$ cat config.mk
export PLATFORM = sky130hd
export DESIGN_NAME = mem_arbiter
export DESIGN_NICKNAME = d
export VERILOG_FILES = /design/src/rtl/mem_arb_pkg.sv /design/src/rtl/mem_arb_starve_ctr.sv /design/src/rtl/mem_arbiter.sv
export SDC_FILE = /design/constraint.sdc
export NUM_CORES = 1
export LEC_CHECK = 0
export BUFFER_PORTS_ARGS = -buffer_cell sky130_fd_sc_hd__clkbuf_2
export CELL_PAD_IN_SITES_DETAIL_PLACEMENT = 0
export CELL_PAD_IN_SITES_GLOBAL_PLACEMENT = 1
export CORE_MARGIN = 2
export CORE_UTILIZATION = 30
export DETAILED_ROUTE_END_ITERATION = 8
export PLACE_DENSITY_LB_ADDON = 0.1
export REMOVE_ABC_BUFFERS = 1
export SYNTH_ARGS = -nofsm -noshare
export SYNTH_HDL_FRONTEND = slang
export SYNTH_SLANG_ARGS = --single-unit
$ cat constraint.sdc
create_clock -name clk -period 1.5 [get_ports clk]
set_input_delay 0.3 -clock clk [delete_from_list [all_inputs] [get_ports clk]]
set_output_delay 0.3 -clock clk [all_outputs]
set_load 0.005 [all_outputs]
$ cat src/rtl/mem_arb_pkg.sv
// Shared types and default widths for the memory-port arbiter.
package mem_arb_pkg;

    localparam int unsigned ADDR_W  = 8;
    localparam int unsigned RDATA_W = 15;
    localparam int unsigned WDATA_W = 8;
    localparam int unsigned WAIT_W  = 4;

    typedef enum logic [1:0] {
        OWN_NONE,
        OWN_CORE,
        OWN_HOST
    } owner_t;

endpackage

$ cat src/rtl/mem_arb_starve_ctr.sv
// Counts consecutive cycles the core was denied; asks for a forced core grant once saturated.
module mem_arb_starve_ctr
    import mem_arb_pkg::*;
#(
    parameter int unsigned MAX_WAIT = 4
) (
    input  logic clk,
    input  logic reset_n,
    input  logic core_req,
    input  logic core_gnt,
    input  logic dbg_halt,
    output logic force_core
);

    localparam logic [WAIT_W-1:0] MaxCnt = WAIT_W'(MAX_WAIT);

    logic [WAIT_W-1:0] wait_cnt;

    always_ff @(posedge clk or negedge reset_n) begin
        if (!reset_n) begin
            wait_cnt <= '0;
        end else if (!core_req || dbg_halt || core_gnt) begin
            wait_cnt <= '0;
        end else if (wait_cnt != MaxCnt) begin
            wait_cnt <= wait_cnt + 1'b1;
        end
    end

    assign force_core = (wait_cnt == MaxCnt);

endmodule

$ cat src/rtl/mem_arbiter.sv
// Arbitrates the single external memory port between the core and the host loader/debug port.
module mem_arbiter
    import mem_arb_pkg::*;
#(
    parameter int unsigned ADDR_W   = mem_arb_pkg::ADDR_W,
    parameter int unsigned RDATA_W  = mem_arb_pkg::RDATA_W,
    parameter int unsigned WDATA_W  = mem_arb_pkg::WDATA_W,
    parameter int unsigned MAX_WAIT = 4
) (
    input  logic               clk,
    input  logic               reset_n,
    input  logic               core_req,
    input  logic               core_we,
    input  logic [ADDR_W-1:0]  core_adr,
    input  logic [WDATA_W-1:0] core_wdata,
    output logic               core_gnt,
    output logic               core_rvalid,
    input  logic               host_req,
    input  logic               host_we,
    input  logic [ADDR_W-1:0]  host_adr,
    input  logic [WDATA_W-1:0] host_wdata,
    output logic               host_gnt,
    output logic               host_rvalid,
    input  logic               dbg_halt,
    output logic [RDATA_W-1:0] rdata,
    output logic [ADDR_W-1:0]  mem_adr,
    output logic               mem_we,
    output logic [WDATA_W-1:0] mem_wdata,
    input  logic [RDATA_W-1:0] mem_rdata
);

    logic   force_core;
    logic   core_ok;
    logic   core_win;
    logic   host_win;
    owner_t owner;
    logic   rd_valid;
    logic   rd_owner;  // 1 = host owns the read returning this cycle

    mem_arb_starve_ctr #(
        .MAX_WAIT(MAX_WAIT)
    ) u_starve (
        .clk       (clk),
        .reset_n   (reset_n),
        .core_req  (core_req),
        .core_gnt  (core_win),
        .dbg_halt  (dbg_halt),
        .force_core(force_core)
    );

    // Host has priority unless the core has been starved long enough; halt masks the core.
    assign core_ok  = core_req && !dbg_halt;
    assign core_win = reset_n && core_ok && (!host_req || force_core);
    assign host_win = reset_n && host_req && !core_win;

    assign core_gnt = core_win;
    assign host_gnt = host_win;

    always_ff @(posedge clk or negedge reset_n) begin
        if (!reset_n) begin
            mem_adr   <= '0;
            mem_we    <= 1'b0;
            mem_wdata <= '0;
            owner     <= OWN_NONE;
            rd_valid  <= 1'b0;
            rd_owner  <= 1'b0;
            rdata     <= '0;
        end else begin
            rdata    <= mem_rdata;
            rd_valid <= (owner != OWN_NONE) && !mem_we;
            rd_owner <= (owner == OWN_HOST);
            if (core_win) begin
                mem_adr   <= core_adr;
                mem_we    <= core_we;
                mem_wdata <= core_wdata;
                owner     <= OWN_CORE;
            end else if (host_win) begin
                mem_adr   <= host_adr;
                mem_we    <= host_we;
                mem_wdata <= host_wdata;
                owner     <= OWN_HOST;
            end else begin
                mem_we    <= 1'b0;
                owner     <= OWN_NONE;
            end
        end
    end

    assign core_rvalid = rd_valid && !rd_owner;
    assign host_rvalid = rd_valid && rd_owner;

endmodule
After elaboration in Yosys (flattened, before gate mapping):

Index checks and enable logic that the tools add are counted.

* flip-flop bits (word level): 40
* output and inout port bits: 36
* word-level logic and storage cells: 42

* equal/unequal tests: 3
* reduce and logical (&&, ||, !) cells: 20
* add/subtract/negate cells: 1
* multiplexer cells: 10

Operators with widths (count)
* $mux W8: 4
* $logic_and A1 B1 Y1: 8
* $mux W4: 2
* $logic_not A1 Y1: 6
* $reduce_bool A2 Y1: 3
* $add A4 B1 Y4 const B: 1
* $eq A4 B3 Y1 const B: 1
* $mux W2: 2
* $ne A4 B3 Y1 const B: 1
* $logic_or A1 B1 Y1: 3
* $eq A2 B2 Y1 const B: 1
* $mux W1: 2

Depth between registers and ports, before layout:

Gate-level depths: netlist (run 1).

* word-level depth: 8
* depth in mapped cells: 7

Cells and area by module:

From an unflattened synthesis (run 1), not the netlist that was laid out.

* cell total of the unflattened synthesis: 103
* area total of the unflattened synthesis: 1610.3 sq um

Modules (own cells, without submodules)
* mem_arbiter: area each 1376.3 sq um, seq. area each 900.9 sq um, times used 1, cells each 82
* mem_arb_starve_ctr: area each 234.0 sq um, seq. area each 100.1 sq um, times used 1, cells each 21

Worst setup path after synthesis (run 1):

No wires, ideal clock.

* path kind: register to output
* start: register u_starve.wait_cnt[0]
* end: output host_gnt
* setup slack: -116 ps
* arrival: 1316 ps
* stages on the path, launching flop included: 7
* buffers on the path: 1
* required time: 1200 ps
* cell sequence: dfrtp_1 -> inv_1 -> ha_1 -> nand3b_4 -> o211ai_4 -> buf_6 -> inv_1

* longest elaborated chain between the ends: 5

Ends and longest elaborated chain
* start, declared: RTL line mem_arb_starve_ctr.sv:17 `logic [WAIT_W-1:0] wait_cnt;`
* start signal, assigned: RTL line mem_arb_starve_ctr.sv:25 `wait_cnt <= wait_cnt + 1'b1;`
* $eq A4 B3 Y1: RTL line mem_arb_starve_ctr.sv:29 `assign force_core = (wait_cnt == MaxCnt);`
* $logic_or A1 B1 Y1: RTL line mem_arbiter.sv:53 `assign core_win = reset_n && core_ok && (!host_req || force_core);`
* $logic_and A1 B1 Y1: RTL line mem_arbiter.sv:53
* $logic_not A1 Y1: RTL line mem_arbiter.sv:54 `assign host_win = reset_n && host_req && !core_win;`
* $logic_and A1 B1 Y1: RTL line mem_arbiter.sv:54
* end, declared: RTL line mem_arbiter.sv:22 `output logic host_gnt,`

Every way passes these cells.

Worst setup path after layout (run 1):

* start: register u_starve.wait_cnt[1]
* end: output host_gnt

Same word-level chain as after synthesis.

==> results of run 1 <==
==> through the flow <==
stage / setup WS, ps / total power [mW] / std cells / setup TNS (ps) / hold slack (ps)
global route: -247 / 2.66 / 304 / -1940 / 101
finish: -171 / 2.51 / 304 / -775 / 110
floorplan: -102 / 1.39 / 117 / -128 / 4.41
detailed placement: -11.1 / 1.65 / 291 / -46.8 / 410
CTS: -191 / 2.54 / 302 / -905 / 107
global placement: 12.2 / 1.64 / 291 / 0 / 410
==> sequential cells by signal, indices dropped and copies added, names as in the netlist <==
register / cells
mem_adr: 8
mem_wdata: 8
mem_we: 1
owner: 2
rd_owner: 1
rd_valid: 1
rdata: 15
u_starve.wait_cnt: 4
==> final timing paths <==
| check | startpoint | to | slack, ps |
|---|---|---|---|
| max | u_starve.wait_cnt[1]$_DFFE_PN0P_ | host_gnt | -170 |
| min | reset_n | mem_adr[1]$_DFFE_PN0P_ | 110 |
| max reg2reg | u_starve.wait_cnt[1]$_DFFE_PN0P_ | mem_wdata[0]$_DFFE_PN0P_ | -50 |
| min reg2reg | owner[0]$_DFF_PN0_ | rd_owner$_DFF_PN0_ | 430 |
| max in group asynchronous | reset_n | mem_wdata[1]$_DFFE_PN0P_ | 1120 |
| min in group clk | mem_rdata[0] | rdata[0]$_DFF_PN0_ | 120 |
==> worst max-delay path, delay by kind of cell (launching register included) <==
kind | cells | cell delay, ps
simple gates | 1 | 110
buf+inv | 3 | 250
flops | 1 | 390
fa+ha+maj | 1 | 150
compound gates | 1 | 190
==> cells by family (layout without fill, tap and decap cells) <==
family | count (synthesis) | after routing | share of synthesized area
xor gates and xnor gates | 2 | 2 | 0.0107
buffers and inverters | 10 | 121 | 0.0350
adders and majority gates | 2 | 2 | 0.0152
AOI/OAI and AO/OA | 27 | 27 | 0.163
and+or+nand+nor | 42 | 42 | 0.167
DFF | 40 | 40 | 0.609
==> cell usage after synthesis (all sizes together) <==
library cell	number	area, um^2
o221a	14	158
a21boi	1	7.51
ha	2	25.0
nor2b	2	12.5
and2	1	6.26
o31ai	2	15.0
inv	4	15.0
o31a	1	10.0
and2b	1	10.0
nor2	10	37.5
xnor2	2	17.5
clkbuf	1	5.00
nand3	4	32.5
or2b	5	37.5
o211ai	2	28.8
a221oi	1	8.76
nor3	5	35.0
a211oi	1	7.51
a21oi	3	15.0
nand2b	11	68.8
o21ai	1	8.76
dfrtp	40	1000
buf	5	37.5
nand2	2	15.0
nand3b	1	20.0
o22a	1	8.76
==> where the power goes <==
| group | internal (mW) | leakage [nW] | total (mW) | switching [mW] |
|---|---|---|---|---|
| Sequential | 1.17 | 0.473 | 1.22 | 0.0471 |
| Combinational | 0.260 | 0.704 | 0.450 | 0.190 |
| Clock | 0.493 | 0.0552 | 0.842 | 0.349 |
| Total | 1.92 | 1.23 | 2.51 | 0.586 |
==> timing repair <==
item	in CTS	in global routing
buffers inserted	3	2
endpoints found under the setup margin	18	18
gates resized for setup	14	4
pin swaps	4	5
cloned	1	0
==> placed cells by master, fill, tap and decap left out, types with 2 or more instances in the layout <==
cell type,instances
clkbuf_8,5
buf_4,15
dfrtp_1,40
a21oi_1,3
buf_6,4
o221a_1,9
nor2_1,10
o221a_4,5
inv_2,4
nand2b_1,11
nor2b_1,2
nor3_2,2
or2b_1,5
nor3_1,3
xnor2_1,2
clkbuf_2,88
nand3_1,3
o31ai_1,2
==> cell type report <==
type | count | area, um^2
Timing Repair Buffer | 109 | 646
Multi-Input combinational cell | 73 | 648
Sequential cell | 40 | 1000
Inverter | 4 | 15.0
Fill cell | 508 | 2700
Clock inverter | 2 | 35.0
Clock buffer | 6 | 72.6
Tap cell | 70 | 87.6
==> layer usage <==
metal,up-vias,part of all wire,GRT usage
met5,-,0,0
met1,660,0.43,0.187
met3,2,0.084,0.0471
met2,61,0.48,0.222
met4,0,0.0055,0.0421
li1,659,-,-
==> impl_metrics.json, run 1 <==
{
  "tightest_slew_ps": 363,
  "yosysWarnings": 0,
  "drt-initial-drc-count": 42,
  "maxCapViolCount": 0,
  "leakage_nw": 1.23,
  "placed_area_mm2": 0.00226,
  "die_w_um": 78.0,
  "crit_required_ps": 1200,
  "violations": "negative setup slack",
  "cts_tree": "yes",
  "clock_sinks": 40,
  "clock_path_buffers": 2,
  "fp.dieH_um": 78.0,
  "clkLatencyLatePin_ps": 290,
  "powerDensity_mw_per_mm2": 1000,
  "dieArea_mm2": 0.00609,
  "grtUsageTotal": 0.142,
  "critPathSlowestCell": "dfrtp_1",
  "antenna_cells": 0,
  "grt_max_degree": 21,
  "initial_core_util": 0.316,
  "syn_area_mm2": 0.00164,
  "synth_cells": 123,
  "drc": 0,
  "cp_data_arrival_time_ps": 1370,
  "viasPerCell": 4.55,
  "final_max_slew_viol_count": 0,
  "core-area_mm2": 0.00520,
  "max_freq_mhz": 598,
  "cpPeakStageDelay_ps": 390,
  "avgSynthCellArea_um2": 13.4,
  "io_buffers": 89,
  "period_share": 1.11,
  "setup_viol": 16,
  "finalClockSkew_ps": 6.80,
  "status": "finished with violations",
  "antenna_found_initial": 0,
  "synth_cell_types": 32,
  "syn_to_final_growth_pct": 52.4,
  "row_count": 26,
  "first_pass_iters": 4,
  "post_drt_wl_per_cell_um": 13.7,
  "ir_drop_mv": 0.415,
  "startpoint_type": "flip-flop",
  "hold_violations": 0,
  "place.gp.congestion": 0.764,
  "slew_headroom": 0.758,
  "grt_overflow": 0,
  "cts_hold_buf": 0,
  "clk_transition_reported_paths_ps": 80,
  "worst-setup-path-type": "reg -> out",
  "path_cells": "inv_2, ha_4, nand3b_4, o211ai_4, inv_2, clkbuf_2",
  "rsz0062_at_grt": "yes",
  "post-route-util": 0.481,
  "worstRegToRegCells": 8,
  "ys_ff_latch": 40,
  "fin_ws_ps": -171,
  "ios": 90,
  "grt_pass1_vias": 1348,
  "wirelength_mm": 4.18,
  "grt_pass1_wl_mm": 6.71,
  "endpoint_kind": "primary output",
  "critPathMostFrequentCell": "inv_2",
  "fin_area_mm2": 0.00250,
  "htree_num_levels": 2,
  "cts_inserted_buffers": 5,
  "drive_above_1_share": 0.581,
  "synth_seq_area_share": 0.609,
  "cp_max_fo": 3,
  "hold_path_class": "in -> async",
  "detailed_place_hpwl_mm": 3.22,
  "fin_crit_ps": 1670,
  "drtAntennaViolNets": 0,
  "fin_nets": 289,
  "cts-root-buf": "clkbuf_8",
  "vias": 1382
}
No activity file was read; power rests on OpenSTA's default activity.
==> run 2, diff against run 1 <==
--- a/config.mk
+++ b/config.mk
@@ -9,7 +9,7 @@
 export CELL_PAD_IN_SITES_DETAIL_PLACEMENT = 0
 export CELL_PAD_IN_SITES_GLOBAL_PLACEMENT = 1
 export CORE_MARGIN = 2
-export CORE_UTILIZATION = 30
+export CORE_UTILIZATION = 35
 export DETAILED_ROUTE_END_ITERATION = 8
 export PLACE_DENSITY_LB_ADDON = 0.1
 export REMOVE_ABC_BUFFERS = 1
==> constraint.sdc (replaced) <==
create_clock -name clk -period 2.1 [get_ports clk]
set_input_delay 0.42 -clock clk [delete_from_list [all_inputs] [get_ports clk]]
set_output_delay 0.42 -clock clk [all_outputs]
set_load 0.005 [all_outputs]
==> impl_metrics.json, run 2 (synthesized netlist as in run 1, its figures left out) <==
{
  "post-route-util": 0.517,
  "fp.dieH_um": 72.5,
  "place_ws_ps": 350,
  "cts_inserted_buffers": 5,
  "clk_transition_reported_paths_ps": 80,
  "detailed_place_hpwl_mm": 2.89,
  "critPathMostFrequentCell": "clkbuf_2",
  "critPathSlowestCell": "dlygate4sd3_1",
  "rsz0062_at_grt": "no",
  "worstRegToRegCells": 7,
  "core-area_mm2": 0.00444,
  "clock_path_buffers": 2,
  "final_max_slew_viol_count": 0,
  "die_w_um": 72.5,
  "startpoint_type": "input pin",
  "grt_pass1_wl_mm": 6.35,
  "cp_max_fo": 12,
  "grt_max_degree": 31,
  "cp-startpoint": "reset_n",
  "cts_tree": "yes",
  "antenna_found_initial": 0,
  "wirelength_mm": 3.84,
  "drtAntennaViolNets": 0,
  "grtUsageTotal": 0.157,
  "finalSetupTns_ps": 0,
  "viasPerCell": 4.88,
  "initial_core_util": 0.370,
  "dieArea_mm2": 0.00526,
  "placed_area_mm2": 0.00215,
  "max_freq_mhz": 500,
  "post_drt_wl_per_cell_um": 14.0,
  "grt_pass1_vias": 1348,
  "r2r_slack_ps": 430,
  "fin_crit_ps": 2000,
  "hold_path_class": "in -> reg",
  "ios": 90,
  "worstReg2RegStart": "u_starve.wait_cnt[0]$_DFFE_PN0P_",
  "drive_above_1_share": 0.534,
  "fin_area_mm2": 0.00230,
  "slew_headroom": 0.639,
  "critical_path_cell_count": 5,
  "crit_path_end": "host_gnt",
  "syn_to_final_growth_pct": 39.7,
  "ir_drop_mv": 0.334,
  "io_buffers": 89,
  "crit_required_ps": 1680,
  "leakage_nw": 1.15,
  "largest_reg_flops": 15,
  "first_pass_iters": 4,
  "cp_data_arrival_time_ps": 1580,
  "clock_sinks": 40,
  "r2r-end": "mem_wdata[2]$_DFFE_PN0P_",
  "tightest_slew_ps": 541,
  "fin_nets": 278,
  "critPathTopFamily": "buffers and inverters",
  "htree_num_levels": 2,
  "hold_violations": 0,
  "regMostFlops": "rdata",
  "final_common_cell": "clkbuf_2",
  "row_count": 24,
  "cts-root-buf": "clkbuf_8",
  "antenna_cells": 0,
  "endpoint_kind": "primary output",
  "setup_viol": 0,
  "reg_top3": "rdata (15), mem_adr (8), mem_wdata (8)",
  "fin_ws_ps": 100,
  "path_cells": "dlygate4sd3_1, clkbuf_2, o211ai_4, inv_1, clkbuf_2",
  "drt-initial-drc-count": 52,
  "layout_common_cells": "clkbuf_2 (89), dfrtp_1 (40), nand2b_1 (11), nor2_1 (10), o221a_1 (9)",
  "period_share": 0.952,
  "worst-setup-path-type": "in -> out",
  "vias": 1341,
  "cpPeakStageDelay_ps": 530,
  "maxCapViolCount": 0,
  "clkLatencyLatePin_ps": 290,
  "hold_start": "mem_rdata[7]",
  "power_mw": 1.78,
  "powerDensity_mw_per_mm2": 774,
  "finalClockSkew_ps": 5.84,
  "status": "finished, final reports clean",
  "drc": 0,
  "critPathBufInv": 4,
  "cts_resized": 0,
  "grt_overflow": 0,
  "place.gp.congestion": 0.779
}
==> run 2: cell count changes in the layout (fill, tap and decap cells not counted), sizes merged <==
cell	delta
buf	-13
clkinv	-1
clkinvlp	+1
dlygate4sd3	+1
inv	+1
==> run 2: how the worst min path moves through the flow <==
stage                     cells past startpoint                       end  slack (ps)
after global placement                        1  mem_wdata[7]$_DFFE_PN0P_         320
after detailed placement                      1  mem_wdata[7]$_DFFE_PN0P_         320
after CTS                                     1        rdata[7]$_DFF_PN0_         220
after floorplan                               0    mem_adr[0]$_DFFE_PN0P_         120
final                                         1        rdata[7]$_DFF_PN0_         230
after global routing                          1       rdata[11]$_DFF_PN0_         210
==> run 2: final cells by class <==
type | instances | area [um^2]
clock buffers | 5 | 68.8
clock inverters | 3 | 46.3
fillers | 419 | 2150
inverters | 4 | 15.0
multi-input cells | 73 | 586
flip-flops and latches | 40 | 1000
well taps | 52 | 65.1
repair buffers | 98 | 515
==> run 2: layer usage <==
metal  GRT usage  vias to the layer above  part of all wire
met3      0.0514                        5             0.076
met4      0.0720                        0             0.012
met2       0.260                       61              0.50
met1       0.186                      639              0.41
met5           0                        -                 0
li1            -                      636                 -
==> run 2: timing repair <==
| action | CTS | global route |
|---|---|---|
| buffers inserted | 0 | 3 |
| endpoints found under the hold margin | 2 | 0 |
| endpoints found under the setup margin | 0 | 2 |
| hold buffers | 1 | 0 |
==> run 2: metrics by stage <==
| step | std cells | hold WS (ps) |
|---|---|---|
| 6_report | 275 | 233 |
| 4_1_cts | 272 | 220 |
| 2_1_floorplan | 117 | 124 |
| 5_1_grt | 275 | 212 |
| 3_3_place_gp | 263 | 324 |
| 3_5_place_dp | 263 | 324 |
==> run 2: report_power, final <==
group,internal (mW),switching (mW),total (mW)
registers,0.835,0.0330,0.868
clock network,0.358,0.276,0.634
logic,0.154,0.123,0.277
==> run 3, diff against run 2 <==
--- a/config.mk
+++ b/config.mk
@@ -9,10 +9,11 @@
 export CELL_PAD_IN_SITES_DETAIL_PLACEMENT = 0
 export CELL_PAD_IN_SITES_GLOBAL_PLACEMENT = 1
 export CORE_MARGIN = 2
-export CORE_UTILIZATION = 35
+export CORE_UTILIZATION = 36
 export DETAILED_ROUTE_END_ITERATION = 8
 export PLACE_DENSITY_LB_ADDON = 0.1
 export REMOVE_ABC_BUFFERS = 1
 export SYNTH_ARGS = -nofsm -noshare
 export SYNTH_HDL_FRONTEND = slang
+export SYNTH_HIERARCHICAL = 1
 export SYNTH_SLANG_ARGS = --single-unit
==> impl_metrics.json, run 3 <==
{
  "status": "finished, final reports clean",
  "ir_drop_mv": 0.446,
  "worst-setup-path-type": "reg -> out",
  "tightest_slew_ps": 436,
  "final_common_cell": "clkbuf_2",
  "critPathBufInv": 3,
  "critPathSlowestCell": "dfrtp_1",
  "clk_transition_reported_paths_ps": 80,
  "cts-root-buf": "clkbuf_8",
  "vias": 1167,
  "final_max_slew_viol_count": 0,
  "combPwrFrac": 0.175,
  "largest_reg_flops": 15,
  "synth_flop_cell": "dfrtp_1",
  "post_drt_wl_per_cell_um": 13.4,
  "clkLatencyLatePin_ps": 290,
  "grtUsageTotal": 0.147,
  "fin_nets": 262,
  "rsz0062_at_grt": "no",
  "wirelength_mm": 3.46,
  "synth_xor_area_frac": 0.0109,
  "drive_above_1_share": 0.715,
  "synth_most_common_cell": "dfrtp_1",
  "swShare": 0.238,
  "p_seq_frac": 0.517,
  "synthArstFlopShare": 1.00,
  "ys_ff_latch": 40,
  "post-route-util": 0.526,
  "antenna_found_initial": 0,
  "cpPeakStageDelay_ps": 400,
  "yosysWarnings": 6,
  "viasPerCell": 4.51,
  "powerDensity_mw_per_mm2": 745,
  "endpoint_kind": "primary output",
  "yosys-top-cells-area": "dfrtp_1 (62%), mux2_2 (23%), nor2_1 (1.6%)",
  "synth_common_cells": "dfrtp_1 (40), mux2_2 (33), nor2_1 (7)",
  "crit_required_ps": 1680,
  "initial_core_util": 0.372,
  "first_pass_iters": 4,
  "detailed_place_hpwl_mm": 2.63,
  "syn_area_mm2": 0.00161,
  "cts_tree": "yes",
  "synth_top_family_by_area": "multiplexers",
  "dieArea_mm2": 0.00502,
  "yosysTopAreaCellShare": 0.622,
  "drc": 0,
  "yosys.area_share.simple": 0.0800,
  "row_count": 24,
  "grt_pass1_wl_mm": 5.64,
  "reg_top3": "rdata (15), mem_adr (8), mem_wdata (8)",
  "syn_to_final_growth_pct": 41.2,
  "synth_compound_area_frac": 0.00544,
  "drtAntennaViolNets": 0,
  "path_cells": "inv_2, ha_4, nand3b_4, inv_2, nor2b_4, nor3_4, nor2_1, clkbuf_2",
  "clkPwrFrac": 0.308,
  "fp.dieH_um": 70.9,
  "synth_cells": 103,
  "finalSetupTns_ps": 0,
  "muxShareOfSynthArea": 0.243,
  "grt_max_degree": 26,
  "max_freq_mhz": 507,
  "clock_path_buffers": 2,
  "hold_path_class": "in -> async",
  "ios": 90,
  "io_buffers": 89,
  "clock_sinks": 40,
  "cp_data_arrival_time_ps": 1550,
  "hold_violations": 0,
  "setup_viol": 0,
  "internal_power_mw": 1.29,
  "synth_seq_area_share": 0.622,
  "fin_crit_ps": 1970,
  "grt_overflow": 0,
  "leakage_nw": 1.20,
  "period_share": 0.940,
  "antenna_cells": 0,
  "drt-initial-drc-count": 64,
  "regMostFlops": "rdata",
  "grt_pass1_vias": 1224,
  "critPathMostFrequentCell": "inv_2",
  "finalClockSkew_ps": 8.30,
  "synth_cell_types": 20,
  "cts_inserted_buffers": 5,
  "synth_largest_area_cell": "dfrtp_1",
  "layout_common_cells": "clkbuf_2 (89), dfrtp_1 (40), mux2_2 (33), nor2_1 (7), buf_4 (7)",
  "htree_num_levels": 2,
  "avgSynthCellArea_um2": 15.6,
  "critPathTopFamily": "flip-flops",
  "p_switching_uw": 403,
  "synthAdderAreaFrac": 0.0155,
  "die_w_um": 70.9,
  "cp_max_fo": 4,
  "slew_headroom": 0.708,
  "startpoint_type": "flip-flop",
  "maxCapViolCount": 0,
  "synth-edff-count": 0,
  "core-area_mm2": 0.00432,
  "place.gp.congestion": 0.737
}
==> run 3: path summary, 6_finish.rpt <==
kind,startpoint,slack [ps],cells past startpoint,end
max in group asynchronous,reset_n,1440,2,rdata[8]$_DFF_PN0_
worst min register to register,owner[0]$_DFF_PN0_,420,1,rd_owner$_DFF_PN0_
min in group clk,mem_rdata[7],230,1,rdata[7]$_DFF_PN0_
worst min-delay path,reset_n,150,2,u_starve/wait_cnt[0]$_DFFE_PN0P_
worst max register to register,u_starve/wait_cnt[0]$_DFFE_PN0P_,270,10,u_starve/wait_cnt[3]$_DFFE_PN0P_
worst max-delay path,u_starve/wait_cnt[0]$_DFFE_PN0P_,130,8,host_gnt
==> run 3: per-stage QoR <==
step / hold slack, ps / power (mW) / cell area [um^2] / setup WS [ps] / std cells
4_1_cts: 154 / 1.72 / 2260 / 1.69 / 259
6_report: 152 / 1.69 / 2270 / 126 / 259
5_1_grt: 168 / 1.80 / 2270 / 35.0 / 259
3_5_place_dp: 253 / 1.18 / 2120 / 90.9 / 246
2_1_floorplan: 124 / 1.02 / 1580 / 37.0 / 101
3_3_place_gp: 255 / 1.17 / 2120 / 169 / 246
==> run 3: metal layers <==
metal	share of wire	global-route usage	up-vias
li1	-	-	559
met1	0.39	0.170	551
met2	0.51	0.249	48
met3	0.066	0.0470	9
met4	0.027	0.0692	0
met5	0	0	-
==> run 3: power groups by stage <==
stage	combinational (mW)	sequential (mW)	clock, mW
2_1_floorplan	0.124	0.897	0
3_3_place_gp	0.283	0.889	0
3_5_place_dp	0.291	0.892	0
4_1_cts	0.300	0.876	0.543
5_1_grt	0.324	0.886	0.587
6_report	0.296	0.875	0.522
==> run 3: layout make-up <==
type	instances	area, um^2
fill	419	2050
clock buffer	6	82.6
clock inverter	2	10.0
inverter	3	11.3
tap	52	65.1
sequential	40	1000
timing repair buffer	98	519
multi-input combinational	58	584
==> run 3: cell families after synthesis <==
logic type               count (synthesis)
flip-flops                              40
buffers and inverters                    5
AO/OA/AOI/OAI                            1
adder cells (fa/ha/maj)                  2
XOR/XNOR                                 2
multiplexers                            35
AND/OR/NAND/NOR                         18
==> run 3: timing repair <==
| item | in CTS | in global routing |
|---|---|---|
| buffers inserted | 4 | 0 |
| setup endpoints to repair | 2 | 2 |
| resized for setup | 3 | 2 |
| hold buffers | 1 | 0 |
| pin swaps | 1 | 1 |
| hold endpoints to repair | 2 | 0 |
